`src/rtl/spi_sample_sequencer_pkg.sv`:
```
// Shared encodings and defaults for the SPI sample sequencer.
package spi_sample_sequencer_pkg;

  typedef logic [2:0] state_t;

  localparam state_t ST_IDLE      = 3'd0;
  localparam state_t ST_AMP_START = 3'd1;
  localparam state_t ST_AMP_WAIT  = 3'd2;
  localparam state_t ST_WAIT_TICK = 3'd3;
  localparam state_t ST_ADC_START = 3'd4;
  localparam state_t ST_ADC_WAIT  = 3'd5;
  localparam state_t ST_ERROR     = 3'd6;

  // Value driven on amp_adc to select the transaction type.
  localparam logic AMP_SEL = 1'b1;
  localparam logic ADC_SEL = 1'b0;

  localparam int DEF_SAMPLE_DIV = 50000;
  localparam int DEF_TIMEOUT    = 1024;
  localparam int DEF_DIV_W      = 16;

endpackage

```
`src/rtl/spi_sample_sequencer_if.sv`:
```
// Bus between the sequencer, the SPI amp/ADC segment and the sample consumer.
interface spi_sample_sequencer_if;
  import spi_sample_sequencer_pkg::*;

  // SPI segment side: spi_init is a one-cycle start pulse qualified by
  // amp_adc; init_done marks completion and adc_data is valid with it.
  logic       spi_init;
  logic       amp_adc;
  logic       init_done;
  logic [7:0] adc_data;

  // Consumer side: valid/ready. A transfer happens on every clock edge where
  // sample_valid and sample_ready are both high; while sample_valid is high,
  // sample does not change unless that same edge is a transfer.
  logic [7:0] sample;
  logic       sample_valid;
  logic       sample_ready;

  // Current FSM state, exported for observation.
  state_t     dbg_state;

  modport master (
    output spi_init, amp_adc, sample, sample_valid, dbg_state,
    input  init_done, adc_data, sample_ready
  );

  modport slave (
    input  spi_init, amp_adc, sample, sample_valid, dbg_state,
    output init_done, adc_data, sample_ready
  );

endinterface

```
`src/rtl/spi_sample_sequencer_tick_gen.sv`:
```
// Loadable down-counter producing a conversion tick every SAMPLE_DIV cycles.
module sample_tick_gen
  import spi_sample_sequencer_pkg::*;
#(
  parameter int SAMPLE_DIV = DEF_SAMPLE_DIV,
  parameter int DIV_W      = DEF_DIV_W
) (
  input  logic clk,
  input  logic rst,
  input  logic load_i,
  input  logic en_i,
  output logic tick_o
);

  localparam logic [DIV_W-1:0] RELOAD = DIV_W'(SAMPLE_DIV - 1);

  logic [DIV_W-1:0] count_q, count_d;

  assign tick_o = (count_q == '0);

  // Load on request; otherwise count down while enabled, reloading on tick.
  always_comb begin
    count_d = count_q;
    if (load_i) begin
      count_d = RELOAD;
    end else if (en_i) begin
      count_d = tick_o ? RELOAD : count_q - 1'b1;
    end
  end

  // Counter register.
  always_ff @(posedge clk or posedge rst) begin
    if (rst) count_q <= '0;
    else     count_q <= count_d;
  end

endmodule

```
`src/rtl/spi_sample_sequencer.sv`:
```
// Sequences amp-gain programming and periodic ADC conversions, buffers results.
module spi_sample_sequencer
  import spi_sample_sequencer_pkg::*;
#(
  parameter int SAMPLE_DIV = DEF_SAMPLE_DIV,
  parameter int TIMEOUT    = DEF_TIMEOUT,
  parameter int DIV_W      = DEF_DIV_W
) (
  input  logic                          clk,
  input  logic                          rst,
  input  logic                          enable,
  input  logic                          clear_flags,
  spi_sample_sequencer_if.master        bus,
  output logic                          overrun,
  output logic                          timeout_err,
  output logic                          busy
);

  state_t           state_q, state_d;
  logic             tick, div_load, div_en;
  logic [DIV_W-1:0] wd_q, wd_d;
  logic             wd_expired;
  logic             tick_drop, cap_drop, timeout_hit, capture;
  logic [7:0]       sample_q, sample_d;
  logic             valid_q, valid_d;
  logic             overrun_q, overrun_d;
  logic             timeout_q, timeout_d;
  logic             spi_init_c, amp_adc_c, busy_c;

  // The divider runs through the whole conversion so the start period is fixed.
  assign div_en = (state_q == ST_WAIT_TICK) || (state_q == ST_ADC_START) ||
                  (state_q == ST_ADC_WAIT);

  sample_tick_gen #(
    .SAMPLE_DIV (SAMPLE_DIV),
    .DIV_W      (DIV_W)
  ) u_tick_gen (
    .clk    (clk),
    .rst    (rst),
    .load_i (div_load),
    .en_i   (div_en),
    .tick_o (tick)
  );

  assign wd_expired = (wd_q == DIV_W'(TIMEOUT - 1));
  assign capture    = (state_q == ST_ADC_WAIT) && bus.init_done;

  // State register.
  always_ff @(posedge clk or posedge rst) begin
    if (rst) state_q <= ST_IDLE;
    else     state_q <= state_d;
  end

  // Next state, plus the tick-drop / timeout events tied to transitions.
  always_comb begin
    state_d     = state_q;
    div_load    = 1'b0;
    tick_drop   = 1'b0;
    timeout_hit = 1'b0;
    case (state_q)
      // A done level still high from before must not be taken as completion.
      ST_IDLE:      if (enable && !bus.init_done) state_d = ST_AMP_START;
      ST_AMP_START: state_d = ST_AMP_WAIT;
      // The SPI segment cannot abort, so a drop of enable only takes effect
      // once the running transaction has finished.
      ST_AMP_WAIT: begin
        if (bus.init_done) begin
          div_load = 1'b1;
          state_d  = enable ? ST_WAIT_TICK : ST_IDLE;
        end else if (wd_expired) begin
          timeout_hit = 1'b1;
          state_d     = ST_ERROR;
        end
      end
      ST_WAIT_TICK: begin
        if (tick) begin
          if (!enable)            state_d   = ST_IDLE;
          else if (bus.init_done) tick_drop = 1'b1;
          else                    state_d   = ST_ADC_START;
        end
      end
      ST_ADC_START: begin
        tick_drop = tick;
        state_d   = ST_ADC_WAIT;
      end
      ST_ADC_WAIT: begin
        tick_drop = tick;
        if (bus.init_done) begin
          state_d = enable ? ST_WAIT_TICK : ST_IDLE;
        end else if (wd_expired) begin
          timeout_hit = 1'b1;
          state_d     = ST_ERROR;
        end
      end
      ST_ERROR:     if (!enable) state_d = ST_IDLE;
      default:      state_d = ST_IDLE;
    endcase
  end

  // Moore outputs decoded from the current state.
  always_comb begin
    spi_init_c = 1'b0;
    amp_adc_c  = ADC_SEL;
    busy_c     = 1'b1;
    case (state_q)
      ST_IDLE:      busy_c = 1'b0;
      ST_AMP_START: begin spi_init_c = 1'b1; amp_adc_c = AMP_SEL; end
      ST_AMP_WAIT:  amp_adc_c = AMP_SEL;
      ST_ADC_START: spi_init_c = 1'b1;
      ST_ERROR:     busy_c = 1'b0;
      default:      ;
    endcase
  end

  // Watchdog counts wait cycles; every other state (START included) clears it.
  always_comb begin
    wd_d = '0;
    if ((state_q == ST_AMP_WAIT) || (state_q == ST_ADC_WAIT)) wd_d = wd_q + 1'b1;
  end

  // One-deep output buffer: a capture may replace a sample only if it is
  // being consumed on the same edge; otherwise the new result is lost.
  always_comb begin
    sample_d = sample_q;
    valid_d  = valid_q;
    cap_drop = 1'b0;
    if (capture) begin
      if (!valid_q || bus.sample_ready) begin
        sample_d = bus.adc_data;
        valid_d  = 1'b1;
      end else begin
        cap_drop = 1'b1;
      end
    end else if (valid_q && bus.sample_ready) begin
      valid_d = 1'b0;
    end
  end

  // Sticky flags: a set event outranks a clear in the same cycle.
  always_comb begin
    overrun_d = overrun_q;
    timeout_d = timeout_q;
    if (tick_drop || cap_drop) overrun_d = 1'b1;
    else if (clear_flags)      overrun_d = 1'b0;
    if (timeout_hit)           timeout_d = 1'b1;
    else if (clear_flags)      timeout_d = 1'b0;
  end

  // Datapath and flag registers.
  always_ff @(posedge clk or posedge rst) begin
    if (rst) begin
      wd_q      <= '0;
      sample_q  <= '0;
      valid_q   <= 1'b0;
      overrun_q <= 1'b0;
      timeout_q <= 1'b0;
    end else begin
      wd_q      <= wd_d;
      sample_q  <= sample_d;
      valid_q   <= valid_d;
      overrun_q <= overrun_d;
      timeout_q <= timeout_d;
    end
  end

  assign bus.spi_init     = spi_init_c;
  assign bus.amp_adc      = amp_adc_c;
  assign bus.sample       = sample_q;
  assign bus.sample_valid = valid_q;
  assign bus.dbg_state    = state_q;
  assign busy             = busy_c;
  assign overrun          = overrun_q;
  assign timeout_err      = timeout_q;

endmodule

```
`src/flat_wrapper.sv`:
```
// flat-port wrapper written by rule: the top's interface ports become plain ports
module spi_sample_sequencer_flat import spi_sample_sequencer_pkg::*;
#(
  parameter int SAMPLE_DIV = DEF_SAMPLE_DIV,
  parameter int TIMEOUT    = DEF_TIMEOUT,
  parameter int DIV_W      = DEF_DIV_W
)
  (clk, rst, enable, clear_flags, overrun, timeout_err, busy, bus_spi_init, bus_amp_adc, bus_sample, bus_sample_valid, bus_dbg_state, bus_init_done, bus_adc_data, bus_sample_ready);
  spi_sample_sequencer_if bus_i ();
  input  logic clk;
  input  logic rst;
  input  logic enable;
  input  logic clear_flags;
  output logic overrun;
  output logic timeout_err;
  output logic busy;
  output wire logic [$bits(bus_i.spi_init)-1:0] bus_spi_init;
  output wire logic [$bits(bus_i.amp_adc)-1:0] bus_amp_adc;
  output wire logic [$bits(bus_i.sample)-1:0] bus_sample;
  output wire logic [$bits(bus_i.sample_valid)-1:0] bus_sample_valid;
  output wire logic [$bits(bus_i.dbg_state)-1:0] bus_dbg_state;
  input wire logic [$bits(bus_i.init_done)-1:0] bus_init_done;
  input wire logic [$bits(bus_i.adc_data)-1:0] bus_adc_data;
  input wire logic [$bits(bus_i.sample_ready)-1:0] bus_sample_ready;
  assign bus_spi_init = bus_i.spi_init;
  assign bus_amp_adc = bus_i.amp_adc;
  assign bus_sample = bus_i.sample;
  assign bus_sample_valid = bus_i.sample_valid;
  assign bus_dbg_state = bus_i.dbg_state;
  assign bus_i.init_done = bus_init_done;
  assign bus_i.adc_data = bus_adc_data;
  assign bus_i.sample_ready = bus_sample_ready;
  spi_sample_sequencer #(.SAMPLE_DIV(SAMPLE_DIV), .TIMEOUT(TIMEOUT), .DIV_W(DIV_W)) u_core (.clk(clk), .rst(rst), .enable(enable), .clear_flags(clear_flags), .bus(bus_i), .overrun(overrun), .timeout_err(timeout_err), .busy(busy));
endmodule
```
`config.mk`:
```
export PLATFORM = sky130hd
export DESIGN_NAME = spi_sample_sequencer_flat
export DESIGN_NICKNAME = d
export VERILOG_FILES = /design/src/rtl/spi_sample_sequencer_pkg.sv /design/src/rtl/spi_sample_sequencer_if.sv /design/src/rtl/spi_sample_sequencer_tick_gen.sv /design/src/rtl/spi_sample_sequencer.sv /design/src/flat_wrapper.sv
export SDC_FILE = /design/constraint.sdc
export NUM_CORES = 1
export LEC_CHECK = 0
export CELL_PAD_IN_SITES_DETAIL_PLACEMENT = 0
export CELL_PAD_IN_SITES_GLOBAL_PLACEMENT = 2
export CORE_MARGIN = 1.5
export CORE_UTILIZATION = 30
export CTS_BUF_LIST = sky130_fd_sc_hd__clkbuf_4 sky130_fd_sc_hd__clkbuf_8 sky130_fd_sc_hd__clkbuf_16
export CTS_CLUSTER_DIAMETER = 120
export CTS_CLUSTER_SIZE = 40
export DETAILED_ROUTE_END_ITERATION = 8
export PLACE_DENSITY_LB_ADDON = 0.3
export SLEW_MARGIN = 10
export SYNTH_ARGS = -nofsm -noshare
export SYNTH_HDL_FRONTEND = slang
export SYNTH_SLANG_ARGS = --single-unit
```
`constraint.sdc`:
```
create_clock -name clk -period 3.3 [get_ports clk]
set_clock_uncertainty 0.05 [all_clocks]
set_input_delay 0.66 -clock clk [delete_from_list [all_inputs] [get_ports clk]]
set_output_delay 0.66 -clock clk [all_outputs]
set_load 0.005 [all_outputs]
```
==> flow_summary.yaml <==
status:
  status: "completed"
clocking:
  cts_buffers: 5
  clk_latency_ns: 0.30
  cts_hold_buf: 0
  cts_buffer_depth: 2
  clkSinkCount: 46
  clkTransAtPathRegs_ns: 0.08
  clockRootBuffer: "clkbuf_8"
  cts_tree: "yes"
  cts_max_level: 2
  post_cts_buffers: 0
  cts.repair.resized: 0
die:
  die_area_um2: 8450
  coreArea_um2: 7690
  fp-row-count: 32
  fp.dieH_um: 91.9
  ios: 31
  die_x_um: 91.9
  initial_utilization_pct: 30.9
worst_setup_path:
  crit_fanout: 16
  startpoint_type: "flip-flop"
  startpoint: "u_core.bus.dbg_state[1]$_DFFE_PP0P_"
  crit_required_ns: 2.59
  rrSetupSlack_ns: 0.75
  r2r-start: "u_core.u_tick_gen.count_q[0]$_DFFE_PP0P_"
  endpoint_kind: "output pin"
  critPathArrivalTime_ns: 2.04
  cp-endpoint: "busy"
  reg2regPathDepth: 7
  worst-setup-path-type: "reg -> out"
  crit-reg2reg-capture: "u_core.bus.dbg_state[2]$_DFFE_PP0P_"
global_route:
  grt_max_degree: 47
  grt_pass1_wl_um: 9050
  grt_util_all_layers_pct: 13.1
  grt_pass1_vias: 1966
  grt_overflow: 0
  antenna_found_initial: 0
routing:
  drc: 0
  routed_wl_um: 5070
  dr.first_iter.drc_count: 140
  vias_per_cell: 4.85
  drt_first_pass_iters: 4
  ant_nets: 0
  vias: 1849
  avgRoutedWirePerCell_um: 13.3
yosys:
  ys_warn_count: 0
  synth_flop_cell: "dfrtp_1"
  synth-edff-count: 0
  synth_cells: 243
  yosysSeqAreaShare_pct: 48.5
  syn-mean-instance-area_um2: 9.76
  syn_nets: 260
  yosysTopAreaCellShare_pct: 48.5
  synthTopCellsByArea: "dfrtp_1, xor2_1, nor2_1, mux2_2, xnor2_1"
  ys_ff_latch: 46
  synth_area_leader_cell: "dfrtp_1"
  syn_area_um2: 2370
  ys_types: 41
  async_flop_share_pct: 100
layout:
  fin_nets: 296
  multiInputGateArea_um2: 1160
  layoutNonFillerInstCount: 381
  n_fill_cell: 792
  drive_gt1_share_pct: 10.0
  diodes: 0
  layout_common_cells: "dfrtp_1, nor2_1, clkdlybuf4s50_1, xor2_1, nand2_1"
  ff_latch_area_um2: 1150
  synthToLayoutAreaGrowth_pct: 22.3
  final_common_cell: "dfrtp_1"
power:
  leakagePower_uw: 0.00118
  finalPower_uw: 1920
  powerDensity_nw_per_um2: 663
  vdd_drop_max_mv: 0.226
placement:
  hpwlAfterDp_um: 3350
  finalWeightedCongestion: 0.733
  dpl.cell_count: 374
  pre_cts_slack_ns: 0.735
  port_buffers: 30
min_path:
  worstHoldPathCells: 1
  hold_class: "reg -> reg"
sta:
  relSlewSlack_pct: 57.2
  min_period_over_period_pct: 83.5
  fin_tns_setup_ns: 0
  period_needed_ns: 2.75
  worst_slack_ns: 0.545
  rsz0062_at_grt: "no"
  hold_violations: 0
  finalMaxSlewViolations: 0
  fmax_mhz: 363
  setup_violations: 0
  worstMarginPinSlew_ns: 0.636
flow_run:
  maxCapViolCount: 0
[area by class of cell]
| class | count | share of cell area [%] |
|---|---|---|
| flip-flops and latches | 46 | 39.7 |
| repair buffers | 37 | 12.2 |
| inverters | 9 | 1.16 |
| clock buffers | 5 | 2.37 |
| clock inverters | 2 | 0.345 |
| well taps | 102 | 4.40 |
| multi-input cells | 180 | 39.9 |
[worst max-delay path, stage by stage, from the launching register on]
cell	delay (ns)
dfrtp_1	0.65
nor2b_1	0.43
or3_1	0.17
clkdlybuf4s50_1	0.49
[registers in the layout, indices dropped and copies added (netlist names)]
register	flops
u_core.overrun	1
u_core.u_tick_gen.count_q	16
u_core.timeout_err	1
u_core.bus.dbg_state	3
u_core.wd_q	16
u_core.bus.sample	8
u_core.bus.sample_valid	1
[metal layers]
| layer | GRT usage (%) | wire [um] |
|---|---|---|
| met5 | 0 | 0 |
| met4 | 4.62 | 76 |
| met3 | 2.57 | 159 |
| met1 | 17.0 | 2460 |
| met2 | 21.7 | 2380 |
[how the worst min path moves through the flow]
stage | start | to | slack, ns
floorplan | u_core.wd_q[0]$_DFF_PP0_ | u_core.wd_q[0]$_DFF_PP0_ | 0.38
global placement | u_core.wd_q[0]$_DFF_PP0_ | u_core.wd_q[0]$_DFF_PP0_ | 0.39
detailed placement | u_core.wd_q[0]$_DFF_PP0_ | u_core.wd_q[0]$_DFF_PP0_ | 0.41
CTS | u_core.wd_q[0]$_DFF_PP0_ | u_core.wd_q[0]$_DFF_PP0_ | 0.42
global route | u_core.wd_q[0]$_DFF_PP0_ | u_core.wd_q[0]$_DFF_PP0_ | 0.45
finish | u_core.wd_q[0]$_DFF_PP0_ | u_core.wd_q[0]$_DFF_PP0_ | 0.41
[power by group]
| group | internal, uW | switching [uW] |
|---|---|---|
| combinational | 423 | 386 |
| clock | 143 | 187 |
| sequential | 669 | 117 |
[metrics by stage]
stage / hold slack [ns] / util [%] / area, um^2
after floorplan: 0.383 / - / 2370
after global placement: 0.395 / 36.7 / 2820
after detailed placement: 0.409 / 36.7 / 2820
after CTS: 0.420 / 37.7 / 2900
after global routing: 0.448 / 37.7 / 2900
final: 0.414 / 37.7 / 2900
[kinds of logic (layout without fill, tap and decap cells)]
group / after synthesis / after routing / synth area share (%)
AOI/OAI and AO/OA: 32 / 32 / 8.65
xor gates and xnor gates: 27 / 27 / 9.97
adders and majority gates: 3 / 3 / 1.58
buffers and inverters: 17 / 53 / 2.69
DFF: 46 / 46 / 48.5
muxes: 9 / 9 / 4.27
and+or+nand+nor: 109 / 109 / 24.3
[synth_stat cells (7+ instances only)]
cell,n
nand2_1,14
inv_1,9
mux2_2,8
xor2_1,17
o21ai_0,9
nand4_1,9
clkbuf_1,7
nand3_1,10
dfrtp_1,46
xnor2_1,10
a21oi_1,9
nor2_1,37
Power figures use the tool's default switching activity.
